--- config.mk ---
export PLATFORM = sky130hd
export DESIGN_NAME = fetch_buffer
export DESIGN_NICKNAME = d
export VERILOG_FILES = /design/src/rtl/fetch_buffer.sv
export SDC_FILE = /design/constraint.sdc
export NUM_CORES = 1
export LEC_CHECK = 0
export BUFFER_PORTS_ARGS = -buffer_cell sky130_fd_sc_hd__buf_2
export CAP_MARGIN = 20
export CORE_MARGIN = 2
export CORE_UTILIZATION = 56
export CTS_BUF_LIST = sky130_fd_sc_hd__clkbuf_8
export DETAILED_ROUTE_END_ITERATION = 8
export PLACE_DENSITY = 0.78
export SYNTH_ARGS = -nofsm -noshare
export SYNTH_HDL_FRONTEND = slang
export SYNTH_SLANG_ARGS = --single-unit
--- constraint.sdc ---
create_clock -name clk -period 23.5 [get_ports clk]
set_input_delay 4.7 -clock clk [delete_from_list [all_inputs] [get_ports clk]]
set_output_delay 4.7 -clock clk [all_outputs]
set_load 0.02 [all_outputs]
--- src/rtl/fetch_buffer.sv ---
// Instruction-fetch buffer: issues PC requests to imem and delivers {instr, pc} to decode.
// FETCH_BUF_PERF_EN adds the perf_stall_cnt / perf_flush_cnt counters.
module fetch_buffer #(
    parameter int unsigned DEPTH = 4,
    parameter int unsigned XLEN  = 32
) (
    input  logic            clk,
    input  logic            rst,
    input  logic [XLEN-1:0] pc,
    input  logic            flush,
    output logic            pc_en,
    output logic            imem_req_valid,
    input  logic            imem_req_ready,
    output logic [XLEN-1:0] imem_req_addr,
    input  logic            imem_rsp_valid,
    input  logic [XLEN-1:0] imem_rsp_data,
    output logic            id_valid,
    input  logic            id_ready,
    output logic [XLEN-1:0] id_instr,
    output logic [XLEN-1:0] id_pc
`ifdef FETCH_BUF_PERF_EN
    ,
    output logic [31:0]     perf_stall_cnt,
    output logic [31:0]     perf_flush_cnt
`endif
);

    localparam int unsigned PW = $clog2(DEPTH);
    localparam int unsigned UW = $clog2(DEPTH + 1);

    logic [XLEN-1:0] slot_pc    [DEPTH];
    logic [XLEN-1:0] slot_instr [DEPTH];
    logic [DEPTH-1:0] slot_alloc;
    logic [DEPTH-1:0] slot_fill;
    logic [PW-1:0]   alloc_ptr, fill_ptr, head_ptr;
    logic [UW-1:0]   used;
    // pend counts allocated-but-unfilled slots; drop_cnt counts squashed words still in flight
    logic [UW-1:0]   pend;
    logic [UW-1:0]   drop_cnt;

    logic req_fire, id_fire, rsp_keep, rsp_drop;

    always_comb begin
        imem_req_valid = ~rst & (used < UW'(DEPTH)) & (drop_cnt == '0) & ~flush;
        imem_req_addr  = pc;
        req_fire       = imem_req_valid & imem_req_ready;
        pc_en          = ~rst & (req_fire | flush);
        id_valid       = slot_alloc[head_ptr] & slot_fill[head_ptr];
        id_instr       = slot_instr[head_ptr];
        id_pc          = slot_pc[head_ptr];
        id_fire        = id_valid & id_ready;
        rsp_keep       = imem_rsp_valid & (drop_cnt == '0);
        rsp_drop       = imem_rsp_valid & (drop_cnt != '0);
    end

    always_ff @(posedge clk or posedge rst) begin
        if (rst) begin
            for (int i = 0; i < DEPTH; i++) begin
                slot_pc[i]    <= '0;
                slot_instr[i] <= '0;
            end
            slot_alloc <= '0;
            slot_fill  <= '0;
            alloc_ptr  <= '0;
            fill_ptr   <= '0;
            head_ptr   <= '0;
            used       <= '0;
            pend       <= '0;
            drop_cnt   <= '0;
        end else if (flush) begin
            // Every word still owed by memory for a live slot becomes a word to discard.
            slot_alloc <= '0;
            slot_fill  <= '0;
            alloc_ptr  <= '0;
            fill_ptr   <= '0;
            head_ptr   <= '0;
            used       <= '0;
            pend       <= '0;
            drop_cnt   <= drop_cnt + pend - UW'(imem_rsp_valid);
        end else begin
            if (req_fire) begin
                slot_pc[alloc_ptr]    <= pc;
                slot_alloc[alloc_ptr] <= 1'b1;
                slot_fill[alloc_ptr]  <= 1'b0;
                alloc_ptr             <= alloc_ptr + 1'b1;
            end
            if (rsp_keep) begin
                slot_instr[fill_ptr] <= imem_rsp_data;
                slot_fill[fill_ptr]  <= 1'b1;
                fill_ptr             <= fill_ptr + 1'b1;
            end
            if (rsp_drop) begin
                drop_cnt <= drop_cnt - 1'b1;
            end
            if (id_fire) begin
                slot_alloc[head_ptr] <= 1'b0;
                slot_fill[head_ptr]  <= 1'b0;
                head_ptr             <= head_ptr + 1'b1;
            end
            used <= used + UW'(req_fire) - UW'(id_fire);
            pend <= pend + UW'(req_fire) - UW'(rsp_keep);
        end
    end

`ifdef FETCH_BUF_PERF_EN
    always_ff @(posedge clk or posedge rst) begin
        if (rst) begin
            perf_stall_cnt <= '0;
            perf_flush_cnt <= '0;
        end else begin
            if (id_ready & ~id_valid) perf_stall_cnt <= perf_stall_cnt + 32'd1;
            if (flush)                perf_flush_cnt <= perf_flush_cnt + 32'd1;
        end
    end
`endif

endmodule
==> results.yml, run 1 <==
status:
  status: "finished clean"
floorplanning:
  io_pins: 169
  coreArea_um2: 22400
  dieHeight_um: 155
  row_count: 55
  start_util_pct: 56.7
  die_w_um: 155
  dieArea_um2: 23900
worst_hold_path:
  worstHoldPathType: "reg2reg"
logic_synthesis:
  yosysSeqAreaShare_pct: 54.9
  synth_largest_area_cell: "dfrtp_1"
  synthTopCellsByCount: "dfrtp_1 (279), mux2_1 (212), mux4_2 (65)"
  synth-edff-count: 0
  synth.cell_area_um2: 12700
  synthesis.nets: 891
  synth-main-ff-cell: "dfrtp_1"
  synth-async-reset-ratio_pct: 100
  ys_types: 37
  synth.most_common_cell: "dfrtp_1"
  syn_inst: 797
  ys_ff_latch: 279
  synth_area_leaders: "dfrtp_1 (55%), mux2_1 (19%), mux4_2 (12%)"
  synth_area_per_cell_um2: 16.0
  yosys_warnings: 0
  yosysTopAreaCellShare_pct: 54.9
detailed_routing:
  routedWlPerCell_um: 18.5
  routed_via_density: 5.58
  dr_total_vias: 7028
  drtAntennaViolNets: 0
  drt_iter0_markers: 303
  drc_errors: 0
  totalWireLength_mm: 23.3
  first_pass_iters: 5
worst_setup_path:
  startpoint: "flush"
  path_max_fanout: 24
  r2r_cells: 11
  reg2reg_from: "head_ptr[0]$_DFFE_PP0P_"
  reg2reg_to: "used[2]$_DFF_PP0_"
  r2r_setup_slack_ps: 19740
  critPathArrivalTime_ps: 5930
  timing_worst_setup_path_type: "in2out"
  crit_path_start_kind: "primary input"
  worstSetupEndpointType: "primary output"
  critPathRequiredTime_ps: 18800
  crit_end: "pc_en"
timing:
  final.setup.tns_ps: 0
  period_share_pct: 45.3
  finalMaxSlewViolations: 0
  slew_headroom_pct: 26.4
  setup_viol: 0
  min_period_ps: 10630
  hold_violations: 0
  worst_hold_slack_ps: 480
  setup_slack_ps: 12870
  rsz0062_at_grt: "no"
  fmax_mhz: 94.0
  worst_pin_slew_ps: 1100
  finClkSkew_ps: 14.9
global_route:
  grt_first_pass_wirelength_mm: 38.7
  global_route.usage.total_pct: 20.4
  antenna_found_initial: 1
  grt_pass1_vias: 7393
  grt_max_degree: 143
  overflow: 0
layout:
  syn_to_final_growth_pct: 13.8
  diodes: 0
  fin_nets: 1039
  instances_no_fill: 1260
  drive_above_1_share_pct: 37.5
cts:
  clkTransAtPathRegs_ps: 50
  cts_tree: "yes"
  postCtsSetupRepairBufs: 0
  postCtsResizedCells: 0
  cts-htree-levels: 2
  cts_sinks: 279
  cts_buffers: 48
  root_buffer: "clkbuf_8"
  holdBufCountCts: 0
  cts_buffer_depth: 3
  clock_latency_ps: 540
placement:
  pre_cts_ws_ps: 12870
  dp_hpwl_mm: 13.9
  placedCellCount: 1180
  io_buffers: 168
  gp_congestion: 0.761
job:
  maxCapViolations: 0
pwr:
  power_density_nw_per_um2: 90.7
  p_int_uw: 941
  cellLeakagePower_uw: 0.00742
  vdd_drop_max_mv: 0.0487
  p_seq_share_pct: 44.6
  p_switching_uw: 372
  power_frac_clock_pct: 32.9
  p_comb_share_pct: 22.4
  swShare_pct: 28.3
[critical path, cell delays in order]
cell,delay (ps)
buf_2,270
nor3_4,320
and3_1,300
nor2_1,80
nor2_1,100
buf_2,160
[per-layer routing]
| layer | part of all wire [%] | vias to the layer above | GRT usage (%) |
|---|---|---|---|
| li1 | - | 3171 | - |
| met1 | 46 | 3678 | 28.7 |
| met2 | 48 | 144 | 33.0 |
| met3 | 4.3 | 35 | 4.26 |
| met4 | 1.7 | 0 | 5.42 |
| met5 | 0 | - | 0 |
[registers in the layout (all words and copies together), names as in the netlist, 3 cells and up]
| register | flops |
|---|---|
| pend | 3 |
| used | 3 |
| drop_cnt | 3 |
| slot_pc | 128 |
| slot_alloc | 4 |
| slot_fill | 4 |
| slot_instr | 128 |
[power by group through the flow]
stage	Sequential [uW]	Clock, uW	Combinational, uW
2_1_floorplan	584	0	221
3_3_place_gp	592	0	292
3_5_place_dp	595	0	299
4_1_cts	587	444	300
5_1_grt	596	468	321
6_report	586	432	294
[cells in the final DEF, fill, tap and decap left out]
cell	n
o31ai_1	1
fa_1	3
xnor2_1	6
nand4_2	1
mux4_2	65
nand2b_1	4
buf_4	8
o21ai_0	2
nor3_4	1
o21ai_1	1
dfrtp_4	2
a21oi_1	3
inv_2	2
a221oi_1	1
a32oi_1	1
nand2_1	12
clkinv_2	3
a31o_1	1
and4_2	3
ha_1	21
and2_1	6
and2_4	1
buf_2	168
mux2_2	46
o21a_1	1
nor2b_1	3
clkbuf_8	60
a221oi_2	3
a211oi_1	4
and3_1	2
dfrtp_1	277
inv_8	1
mux2_1	212
inv_1	31
mux2i_1	1
bufinv_16	2
nor2_1	11
nand4_1	2
xor2_1	3
[stage by stage]
stage,util (%),total power [uW],instance area (um^2)
after floorplan,-,805,12700
after global placement,60.2,884,13500
after detailed placement,60.2,894,13500
after CTS,64.5,1330,14500
after global routing,64.5,1380,14500
final,64.5,1310,14500
[logic make-up (layout without fill, tap and decap cells)]
| group | Yosys count | count (layout) | synth area share [%] |
|---|---|---|---|
| xor gates and xnor gates | 9 | 9 | 0.620 |
| muxes | 324 | 324 | 34.4 |
| and+or+nand+nor | 46 | 46 | 2.02 |
| DFF | 279 | 279 | 54.9 |
| buffers and inverters | 97 | 275 | 4.34 |
| AOI/OAI and AO/OA | 18 | 18 | 1.15 |
| adders and majority gates | 24 | 24 | 2.54 |
[final cells by class]
| cell class | count | area, um^2 |
|---|---|---|
| multi-input combinational | 421 | 5190 |
| fill | 1674 | 7960 |
| clock buffer | 60 | 826 |
| timing repair buffer | 176 | 901 |
| clock inverter | 20 | 131 |
| sequential | 279 | 6990 |
| inverter | 19 | 78.8 |
| tap | 285 | 357 |
[how the worst min path moves through the flow]
stage,startpoint,end,slack (ps),cells after the start
floorplan,slot_pc[32]$_DFFE_PP0P_,slot_pc[32]$_DFFE_PP0P_,450,1
global placement,slot_pc[41]$_DFFE_PP0P_,slot_pc[41]$_DFFE_PP0P_,460,1
detailed placement,slot_pc[41]$_DFFE_PP0P_,slot_pc[41]$_DFFE_PP0P_,470,1
CTS,slot_pc[54]$_DFFE_PP0P_,slot_pc[54]$_DFFE_PP0P_,480,1
global route,slot_pc[37]$_DFFE_PP0P_,slot_pc[37]$_DFFE_PP0P_,490,1
finish,slot_pc[37]$_DFFE_PP0P_,slot_pc[37]$_DFFE_PP0P_,480,1
Note: power is estimated with default switching activity, not from simulation.
==> run 2: changes to the inputs <==
Clock period 23.5 ns to 9.8 ns, I/O delays scaled along.
==> run 2 against run 1 <==
Effect of this change:
- die area unchanged
- register-to-register slack worse by 14000 ps
- non-clock buffer count increased by 1
- sequential power is 140% higher
- global-route usage up 0.36 points
- critical endpoint unchanged
- largest cell class unchanged
- largest power group unchanged
- highest routed layer is now met5
==> results.yml, run 2 (synthesis gave the netlist of run 1 again) <==
pwr:
  p_comb_share_pct: 22.5
  fin_total_pwr_uw: 3140
  p_seq_share_pct: 45.0
  p_switching_uw: 899
  swShare_pct: 28.7
  vdd_drop_max_mv: 0.125
  power_density_nw_per_um2: 217
  power_frac_clock_pct: 32.5
  cellLeakagePower_uw: 0.00743
  p_int_uw: 2240
global_route:
  grt_first_pass_wirelength_mm: 39.6
  antenna_found_initial: 2
  grt_pass1_vias: 7659
  overflow: 0
  global_route.usage.total_pct: 20.8
  grt_max_degree: 125
floorplanning:
  dieArea_um2: 23900
  io_pins: 169
  row_count: 55
  dieHeight_um: 155
  coreArea_um2: 22400
  start_util_pct: 56.7
  die_w_um: 155
layout:
  regArea_um2: 6990
  drive_above_1_share_pct: 37.5
  nFillCells: 1705
  final_area_um2: 14500
  syn_to_final_growth_pct: 13.8
  layout_common_cells: "dfrtp_1 (277), mux2_1 (212), buf_2 (168), mux4_2 (65), clkbuf_8 (57)"
  multiInputGateArea_um2: 5190
  diodes: 0
  fin_nets: 1038
  reg_top3: "slot_instr x128, slot_pc x128"
  layout_commonest_cell: "dfrtp_1"
cts:
  cts_tree: "yes"
  holdBufCountCts: 0
  root_buffer: "clkbuf_8"
  cts_sinks: 279
  clkTransAtPathRegs_ps: 60
  cts_buffer_depth: 3
  clock_latency_ps: 540
  postCtsResizedCells: 0
  postCtsSetupRepairBufs: 0
  cts-htree-levels: 2
  cts_buffers: 46
timing:
  period_share_pct: 52.3
  hold_violations: 0
  finalMaxSlewViolations: 0
  worst_pin_slew_ps: 1080
  slew_headroom_pct: 28.2
  finClkSkew_ps: 18.6
  final.setup.tns_ps: 0
  rsz0062_at_grt: "no"
  min_period_ps: 5130
  setup_viol: 0
  fmax_mhz: 195
worst_setup_path:
  worstSetupEndpointType: "primary output"
  crit_path_start_kind: "primary input"
  timing_worst_setup_path_type: "in2out"
  path_max_fanout: 24
  critPathRequiredTime_ps: 7840
  critPathArrivalTime_ps: 3170
placement:
  dp_hpwl_mm: 14.3
  gp_congestion: 0.756
  place_area_um2: 13500
  io_buffers: 168
worst_hold_path:
  worstHoldPathType: "reg2reg"
detailed_routing:
  routed_via_density: 5.58
  drc_errors: 0
  drt_iter0_markers: 299
  drtAntennaViolNets: 0
  first_pass_iters: 4
  routedWlPerCell_um: 18.9
  dr_total_vias: 7055
  totalWireLength_mm: 23.9
status:
  status: "finished clean"
job:
  maxCapViolations: 0
## run 2: path summary, 6_finish.rpt
kind	from	endpoint	slack, ps	cells after the start
hold reg to reg	slot_pc[41]$_DFFE_PP0P_	slot_pc[41]$_DFFE_PP0P_	480	1
setup reg to reg	head_ptr[0]$_DFFE_PP0P_	used[2]$_DFF_PP0_	6030	11
max in group asynchronous	rst	slot_pc[14]$_DFFE_PP0P_	6720	3
hold / removal	slot_pc[41]$_DFFE_PP0P_	slot_pc[41]$_DFFE_PP0P_	480	1
setup / recovery	flush	pc_en	4670	6
min in group asynchronous	rst	alloc_ptr[0]$_DFFE_PP0N_	1660	2
## run 2: final cells by class
cell class,count,area share (%)
timing repair buffer,177,6.36
sequential,279,48.3
tap,285,2.46
multi-input combinational,421,35.8
clock inverter,26,1.11
inverter,19,0.544
clock buffer,57,5.42
## run 2: worst max-delay path, cell delays in order
cell and delay (ps):
buf_2 260, nor3_4 320, and3_1 280, nor2_1 80, nor2_1 100, buf_2 170
## run 2: metal layers
metal	vias to the layer above	part of all wire, %	GRT usage [%]
met4	2	1.6	5.51
met3	34	4.2	4.15
met2	141	49	34.0
met5	-	0.054	0
met1	3696	45	28.9
li1	3182	-	-
## run 2: power groups by stage
stage	Sequential, uW	Clock [uW]	Combinational [uW]
2_1_floorplan	1400	0	531
6_report	1410	1020	705
3_3_place_gp	1420	0	700
5_1_grt	1430	1100	771
4_1_cts	1410	1050	719
3_5_place_dp	1430	0	717
## run 2: through the flow
| step | std cells | util, % | hold WS, ps | setup WS (ps) |
|---|---|---|---|---|
| floorplan | 797 | - | 452 | 146 |
| CTS | 1263 | 64.4 | 483 | 4660 |
| detailed placement | 1180 | 60.2 | 469 | 4660 |
| finish | 1264 | 64.5 | 479 | 4670 |
| global placement | 1180 | 60.2 | 462 | 4730 |
| global route | 1264 | 64.5 | 497 | 4530 |
==> run 3: changes to the inputs <==
Settings changed: ABC_AREA set to 1, CORE_UTILIZATION 56 to 54.
Clock period 9.8 ns to 4.35 ns, I/O delays scaled along.
==> run 3 against run 2 <==
Effect of this change:
- combinational power grew to 2.7 times the previous value
- clock skew increased by 4.6 ps
- area after synthesis rose by 1.7%
- sequential share of layout area is 0.71 points lower
- register-to-register slack got worse by 4600 ps
- utilization decreased by 2.0 points
- cell area is 1.4% higher
- clock-buffer cell count grew 5
- synthesized cell count up 96%
- critical path depth down 1
- sequential power is 140% higher
- sequential cell count is the same
==> results.yml, run 3 <==
status:
  status: "finished clean"
layout:
  nFillCells: 2001
  reg_top3: "slot_instr x128, slot_pc x128"
  final_area_um2: 14700
  fin_nets: 1758
  syn_to_final_growth_pct: 13.5
  layout_common_cells: "nand2_1 (488), o21ai_0 (312), dfrtp_1 (278), buf_2 (168), nor2_1 (127)"
  drive_above_1_share_pct: 16.1
  layout_commonest_cell: "nand2_1"
floorplanning:
  io_pins: 169
  start_util_pct: 55.1
  coreArea_um2: 23500
  dieHeight_um: 159
  die_w_um: 159
  row_count: 56
  dieArea_um2: 25200
logic_synthesis:
  synth-edff-count: 0
  synthXorXnorAreaFrac_pct: 0.609
  synth.most_common_cell: "nand2_1"
  synth_mux_area_share_pct: 0
  synthTopCellsByCount: "nand2_1 (488), o21ai_0 (312), dfrtp_1 (279)"
  synth_largest_area_cell: "dfrtp_1"
  yosysTopAreaCellShare_pct: 54.0
  synth_top_family_by_area: "simple AND/OR/NAND/NOR gates"
  yosys_warnings: 0
  ys_ff_latch: 279
  synth-main-ff-cell: "dfrtp_1"
  synthesis.nets: 1653
  ys_types: 30
  synth_area_leaders: "dfrtp_1 (54%), nand2_1 (14%), o21ai_0 (12%)"
  syn_inst: 1559
  synthSimpleGateAreaFrac_pct: 19.8
  synth.cell_area_um2: 12900
  synth-async-reset-ratio_pct: 100
  synth-adder-area-share_pct: 2.50
  yosysSeqAreaShare_pct: 54.0
  synth_area_per_cell_um2: 8.30
  synth-compound-area-share_pct: 15.2
detailed_routing:
  dr_total_vias: 10800
  routedWlPerCell_um: 15.4
  routed_via_density: 5.35
  totalWireLength_mm: 31.1
  drtAntennaViolNets: 0
  first_pass_iters: 5
  drt_iter0_markers: 930
  drc_errors: 0
pwr:
  cellLeakagePower_uw: 0.00791
  power_density_nw_per_um2: 513
  vdd_drop_max_mv: 0.350
timing:
  rsz0062_at_grt: "no"
  setup_viol: 0
  fmax_mhz: 282
  period_share_pct: 81.6
  min_period_ps: 3550
  setup_slack_ps: 802
  worst_pin_slew_ps: 942
  hold_violations: 0
  worst_hold_slack_ps: 430
  slew_headroom_pct: 37.1
  finalMaxSlewViolations: 0
  finClkSkew_ps: 23.2
placement:
  place_area_um2: 13700
  dp_hpwl_mm: 18.0
  io_buffers: 168
  gp_congestion: 0.780
  pre_cts_ws_ps: 1400
cts:
  cts-htree-levels: 2
  cts_sinks: 279
  holdBufCountCts: 0
  cts_buffer_depth: 3
  cts_tree: "yes"
  root_buffer: "clkbuf_8"
  postCtsSetupRepairBufs: 0
  cts_buffers: 46
  clock_latency_ps: 540
  clkTransAtPathRegs_ps: 60
  postCtsResizedCells: 0
worst_setup_path:
  path_buf_inv: 3
  crit_path_start_kind: "register"
  path_depth: 5
  r2r_setup_slack_ps: 1460
  worstSetupEndpointType: "primary output"
  critPathArrivalTime_ps: 2680
  max_stage_delay_ps: 680
  cp_cell_sequence: "inv_4 > buf_4 > o21ai_0 > o21ai_0 > buf_2"
  timing_worst_setup_path_type: "reg2out"
  path_common_cell: "o21ai_0"
  startpoint: "head_ptr[0]$_DFFE_PP0P_"
  reg2reg_to: "used[2]$_DFF_PP0_"
  critPathRequiredTime_ps: 3480
  crit_end: "id_pc[7]"
  r2r_cells: 12
  path_delay_family: "buffers and inverters"
  reg2reg_from: "head_ptr[0]$_DFFE_PP0P_"
  path_max_fanout: 46
  cp_slowest_cell: "dfrtp_4"
global_route:
  overflow: 0
  grt_first_pass_wirelength_mm: 52.1
  grt_max_degree: 96
  global_route.usage.total_pct: 24.7
  antenna_found_initial: 2
  grt_pass1_vias: 10600
worst_hold_path:
  worstHoldPathType: "in2async"
job:
  maxCapViolations: 0
-- run 3: cell count changes after synthesis, sizes merged, moves of 25 or more --
cell and delta:
clkbuf +50, inv +72, o22ai +40, mux2 -258
mux4 -65, nor2 +119, a21oi +25, nand2 +481
o21ai +311
-- run 3: cells by family after synthesis --
logic type      after synthesis
simple gates                646
xor+xnor                      9
buf+inv                     219
fa+ha+maj                    24
compound gates              382
flops                       279
-- run 3: metal layers --
| layer | wire (um) | share of wire (%) | track usage, % |
|---|---|---|---|
| met5 | 0 | 0 | 0 |
| met4 | 671 | 2.2 | 8.55 |
| met3 | 2390 | 7.7 | 5.41 |
| met2 | 14500 | 47 | 40.0 |
| met1 | 13500 | 43 | 33.2 |
-- run 3: final cells by class --
class                           instances  area, um^2  area share, %
Timing Repair Buffer                  184        1060           7.22
Tap cell                              319         399           2.72
Inverter                               92         352           2.39
Clock buffer                           62         853           5.81
Sequential cell                       279        6990           47.6
Multi-Input combinational cell       1061        4930           33.6
Antenna cell                            2        5.00         0.0341
Clock inverter                         22        96.3          0.656
-- run 3: metrics by stage --
stage	total power, uW	std cells	setup TNS (ps)	utilization [%]
after floorplan	4680	1559	-59520	-
after global placement	5200	1931	0	58.2
after detailed placement	5270	1931	0	58.2
after CTS	7590	2015	0	62.2
after global routing	7990	2019	0	62.5
final	7530	2021	0	62.6
-- run 3: how the worst min path moves through the flow --
stage                             from                       to  slack (ps)
2_1_floorplan  slot_pc[56]$_DFFE_PP0P_  slot_pc[56]$_DFFE_PP0P_         440
3_3_place_gp   slot_pc[10]$_DFFE_PP0P_  slot_pc[10]$_DFFE_PP0P_         460
3_5_place_dp   slot_pc[83]$_DFFE_PP0P_  slot_pc[83]$_DFFE_PP0P_         460
4_1_cts                            rst  drop_cnt[0]$_DFFE_PP0P_         420
5_1_grt                            rst  drop_cnt[1]$_DFFE_PP0P_         440
6_report                           rst  drop_cnt[1]$_DFFE_PP0P_         430
-- run 3: power breakdown --
part / internal (uW) / switching, uW
clock: 1270 / 1020
combinational: 686 / 1180
sequential: 3100 / 272
total: 5050 / 2480
